<file path="src/rtl/bram_flag_mailbox.sv">
// PL->PS capture-ready mailbox: writes a flagged status word to a fixed BRAM
// address, waits for the PS to clear the flag (or time out), then rotates buffers.
module bram_flag_mailbox #(
  parameter int DW        = 32,
  parameter int AW        = 32,
  parameter int FLAG_ADDR = 2047,
  parameter int WR_HOLD   = 3,
  parameter int RD_LAT    = 2,
  parameter int NBUF      = 2,
  parameter int TIMEOUT   = 0,
  localparam int BSW      = (NBUF > 1) ? $clog2(NBUF) : 1
) (
  input  logic           clk,
  input  logic           rst,
  input  logic           en,
  input  logic [DW-1:0]  dout,
  output logic           valid,
  output logic [DW-1:0]  din,
  output logic [AW-1:0]  addr,
  output logic           rst_count,
  output logic [BSW-1:0] buf_sel,
  output logic           busy,
  output logic           timeout
);

  localparam int SW     = DW - 16;
  localparam int HCW    = (WR_HOLD > 1) ? $clog2(WR_HOLD) : 1;
  // With RD_LAT=0 the earliest usable sample is still the first WAIT_ACK edge.
  localparam int QSTART = (RD_LAT < 1) ? 1 : RD_LAT;
  localparam int WLIM   = QSTART + ((TIMEOUT > 0) ? TIMEOUT : 1);
  localparam int WCW    = $clog2(WLIM + 1) + 1;
  localparam int TW     = WCW + 1;

  localparam logic [HCW-1:0] HOLD_LAST = HCW'(WR_HOLD - 1);
  localparam logic [TW-1:0]  QS_V      = TW'(QSTART);
  localparam logic [TW-1:0]  TO_LAST   = TW'(QSTART + TIMEOUT - 1);
  localparam logic [BSW-1:0] BUF_LAST  = BSW'(NBUF - 1);

  typedef enum logic [1:0] {S_IDLE, S_WRITE, S_WAIT} state_t;

  state_t           r_state, w_state_nxt;
  logic             r_valid, r_rst_count, r_busy, r_timeout;
  logic [DW-1:0]    r_din;
  logic [SW-1:0]    r_seq;
  logic [BSW-1:0]   r_buf_sel;
  logic [HCW-1:0]   r_hold;
  logic [WCW-1:0]   r_wcnt;

  logic             w_accept, w_wr_end, w_done;
  logic [TW-1:0]    w_ticks;
  logic             w_qual, w_ack, w_to;
  logic [DW-1:0]    w_word;
  logic             w_unused;

  assign addr      = AW'(FLAG_ADDR);
  assign valid     = r_valid;
  assign din       = r_din;
  assign rst_count = r_rst_count;
  assign buf_sel   = r_buf_sel;
  assign busy      = r_busy;
  assign timeout   = r_timeout;
  assign w_unused  = ^dout[DW-1:1];

  assign w_word  = {r_seq, 8'(r_buf_sel), 7'd0, 1'b1};

  // w_ticks counts WAIT_ACK edges including the current one.
  assign w_ticks = {1'b0, r_wcnt} + TW'(1);
  assign w_qual  = (w_ticks >= QS_V);
  assign w_ack   = w_qual && !dout[0];
  assign w_to    = (TIMEOUT != 0) && w_qual && !w_ack && (w_ticks >= TO_LAST);

  always_ff @(posedge clk or posedge rst) begin
    if (rst) r_state <= S_IDLE;
    else     r_state <= w_state_nxt;
  end

  always_comb begin
    w_state_nxt = r_state;
    w_accept    = 1'b0;
    w_wr_end    = 1'b0;
    w_done      = 1'b0;
    case (r_state)
      S_IDLE: if (en && !r_rst_count) begin
        w_accept    = 1'b1;
        w_state_nxt = S_WRITE;
      end
      S_WRITE: if (r_hold == HOLD_LAST) begin
        w_wr_end    = 1'b1;
        w_state_nxt = S_WAIT;
      end
      S_WAIT: if (w_ack || w_to) begin
        w_done      = 1'b1;
        w_state_nxt = S_IDLE;
      end
      default: w_state_nxt = S_IDLE;
    endcase
  end

  always_ff @(posedge clk or posedge rst) begin
    if (rst) begin
      r_valid     <= 1'b0;
      r_din       <= '0;
      r_rst_count <= 1'b0;
      r_buf_sel   <= '0;
      r_busy      <= 1'b0;
      r_timeout   <= 1'b0;
      r_seq       <= '0;
      r_hold      <= '0;
      r_wcnt      <= '0;
    end else begin
      r_rst_count <= 1'b0;
      r_timeout   <= 1'b0;
      if (w_accept) begin
        r_din   <= w_word;
        r_valid <= 1'b1;
        r_busy  <= 1'b1;
        r_hold  <= '0;
      end
      if (r_state == S_WRITE) r_hold <= r_hold + HCW'(1);
      if (w_wr_end) begin
        r_valid <= 1'b0;
        r_wcnt  <= '0;
      end
      if (r_state == S_WAIT && r_wcnt != '1) r_wcnt <= r_wcnt + WCW'(1);
      if (w_done) begin
        r_rst_count <= 1'b1;
        r_timeout   <= w_to;
        r_din       <= '0;
        r_seq       <= r_seq + SW'(1);
        r_busy      <= 1'b0;
        r_buf_sel   <= (r_buf_sel == BUF_LAST) ? '0 : r_buf_sel + BSW'(1);
      end
    end
  end

endmodule

</file>
<file path="config.mk">
export PLATFORM = sky130hd
export DESIGN_NAME = bram_flag_mailbox
export DESIGN_NICKNAME = d
export VERILOG_FILES = /design/src/rtl/bram_flag_mailbox.sv
export SDC_FILE = /design/constraint.sdc
export NUM_CORES = 1
export LEC_CHECK = 0
export CAP_MARGIN = 20
export CORE_MARGIN = 1.5
export CORE_UTILIZATION = 42
export CTS_CLUSTER_DIAMETER = 50
export DETAILED_ROUTE_END_ITERATION = 7
export PLACE_DENSITY = 0.8
export SYNTH_ARGS = -nofsm -noshare
export SYNTH_HDL_FRONTEND = slang
export SYNTH_SLANG_ARGS = --single-unit
</file>
<file path="constraint.sdc">
create_clock -name clk -period 2.3 [get_ports clk]
set_input_delay 0.575 -clock clk [delete_from_list [all_inputs] [get_ports clk]]
set_output_delay 0.575 -clock clk [all_outputs]
set_load 0.01 [all_outputs]
</file>
==> flow_summary.ini <==
[status]
status = finished clean

[route]
ant_nets = 0
totalWireLength_um = 3800
drt_pass1_iterations = 4
vias = 1515
drt_iter0_drc = 101
vias_per_cell = 4.58
drc = 0
wl_per_cell_um = 11.5

[global_route]
grt.overflow.total = 0
antenna_found_initial = 0
grtUsageMet3_pct = 4.24
grt_pass1_vias = 1398
use_met1_pct = 17.2
grt_max_degree = 45
grt-busiest-layer = met2
grt_pass1_wl_um = 6630
grt_use_met2_pct = 22.7
grt_util_all_layers_pct = 13.9

[clock_network]
post_cts_buffers = 0
cts_resized = 0
hold_buffers = 0
htree_levels = 2
clk_latency_ps = 300
clk_pin_slew_ps = 80
clock_path_buffers = 2
cts-root-buf = clkbuf_8
cts_buffers = 5
cts_tree = done
cts_sinks = 44

[synth]
ys_types = 32
synth.top_cells.by_area = dfrtp_1 (47%), buf_4 (16%), nand2_1 (6.3%)
synth_xor_area_share_pct = 6.00
muxShareOfSynthArea_pct = 0.482
ys.flop_type = dfrtp_1
syn_area_um2 = 2340
synthTopCellsByCount = buf_4 (49), dfrtp_1 (44), nand2_1 (39)
ys_warn_count = 0
yosys.area_share.simple_pct = 16.7
yosysMostFrequentCell = buf_4
avgSynthCellArea_um2 = 10.0
synth-compound-area-share_pct = 7.87
netlist_instances = 233
synth_top_cell_area_share_pct = 47.1
synth-edff-count = 0
synth_top_cell_by_area = dfrtp_1
ys_ff_latch = 44
synth-seq-area-share_pct = 47.1
yosys.area_share.adder_pct = 2.68
synth_top_family_by_area = buffers and inverters
synth_async_sr_flop_share_pct = 100

[power]
ir_drop_mv = 0.391
power_density_nw_per_um2 = 859
leakagePower_nw = 1.20

[hold_path]
holdCritStartpoint = r_seq[15]
hold_depth = 1
whs_endpoint = r_seq[15]
hp-class = register to register

[sta]
fin_crit_ps = 2100
fin_crit_sh_pct = 91.5
worstMarginPinSlew_ps = 568
skew_ps = 7.05
finalSetupViolCount = 0
rsz0062_at_grt = false
slew_headroom_pct = 61.9
setup_tns_ps = 0
final-hold-violation-count = 0
slew_viol_final = 0
clock.fmax_mhz = 475

[finish]
fillers = 490
diodes = 0
area_growth_pct = 10.4
num-nets-final = 300
layout-drive-gt1-share_pct = 7.66
fin_util_pct = 49.3

[floorplanning]
rows = 26
coreArea_um2 = 5240
io_pins = 104
dieArea_um2 = 6020
die_h_um = 77.6
die_w_um = 77.6
initial_core_util_pct = 44.6

[worst_setup_path]
rr_worst_depth = 6
cp_data_arrival_time_ps = 2290
critical_path_class = register to register
reg2reg_slack_ps = 200
reg2reg_to = buf_sel
r2r-start = r_wcnt[0]
crit_path_start_kind = register
crit_required_ps = 2490
crit_fanout = 11
cp-end-kind = register

[placement]
io_buffers = 25
hpwlAfterDp_um = 2680
gp_congestion = 0.782

[flow_run]
drv_cap = 0
[cells in the final DEF (no fill, tap or decap)]
cell type	Yosys	layout
inv_1	5	5
nor3b_1	1	1
xor2_1	2	2
conb_1	2	47
nand4_1	8	8
ha_1	5	5
nor4b_4	1	1
clkdlybuf4s50_1	0	25
o21ai_0	4	4
o21ai_1	2	2
mux2_2	1	1
o32ai_1	1	1
nand2b_4	1	1
nand3_1	7	7
nand2_1	39	39
a21oi_2	1	1
bufinv_16	0	1
and2_1	1	1
xnor2_1	14	14
dfrtp_1	44	44
clkbuf_8	0	6
or4b_4	1	1
nand2b_1	1	1
and3_1	5	5
nor2_1	5	5
a21oi_1	19	19
a211oi_4	1	1
a211oi_1	2	2
clkinv_4	0	1
buf_4	49	5
nor3_2	1	1
o22ai_1	1	1
and4_1	3	3
[stage by stage]
| stage | cells | setup WS [ps] | area (um2) | total power, W | hold slack [ps] |
|---|---|---|---|---|---|
| 6_report | 331 | 196 | 2580 | 0.00222 | 474 |
| 5_1_grt | 331 | 86.8 | 2580 | 0.00236 | 510 |
| 4_1_cts | 331 | 200 | 2580 | 0.00224 | 480 |
| 3_5_place_dp | 323 | 214 | 2460 | 0.00162 | 469 |
| 3_3_place_gp | 323 | 266 | 2460 | 0.00160 | 462 |
| 2_1_floorplan | 278 | 394 | 2500 | 0.00150 | 445 |
[cell families after synthesis]
| kind of cell | after synthesis |
|---|---|
| other | 2 |
| buffers and inverters | 60 |
| multiplexers | 1 |
| flip-flops | 44 |
| AO/OA/AOI/OAI | 31 |
| XOR/XNOR | 16 |
| adder cells (fa/ha/maj) | 5 |
| AND/OR/NAND/NOR | 74 |
[sequential cells by signal, indices dropped and copies added (netlist names)]
signal     flops
din           18
r_hold         2
r_wcnt         3
valid          1
r_seq         16
buf_sel        1
rst_count      1
r_state        2
[worst max-delay path by stage]
stage / from / endpoint
6_report: r_wcnt[0] / buf_sel
5_1_grt: r_wcnt[0] / din[31]
4_1_cts: r_wcnt[0] / buf_sel
3_5_place_dp: r_wcnt[0] / buf_sel
3_3_place_gp: dout[0] / r_seq[1]
2_1_floorplan: r_wcnt[0] / r_seq[0]
[critical path: stages, from the launching register on]
cell and delay, ps:
dfrtp_1 440, ha_1 230, ha_1 290, nor3b_1 480, a211oi_4 220, buf_4 200, xor2_1 140
[where the power goes]
part	switching [W]	internal (W)
logic	0.000329	0.000261
registers	0.000118	0.000890
clock network	0.000262	0.000355
[final cells by class]
| class | count | area, um2 | area share (%) |
|---|---|---|---|
| flip-flops and latches | 44 | 1100 | 42.7 |
| multi-input cells | 174 | 963 | 37.3 |
| repair buffers | 30 | 288 | 11.2 |
| well taps | 70 | 87.6 | 3.39 |
| clock buffers | 6 | 82.6 | 3.20 |
| clock inverters | 2 | 38.8 | 1.50 |
| inverters | 5 | 18.8 | 0.727 |
[layer usage]
metal  vias up  part of all wire [%]
met3         6                   5.6
li1        729                     -
met5         -                     0
met2        48                    50
met4         0                   1.4
met1       732                    43
Power figures use the tool's default switching activity.
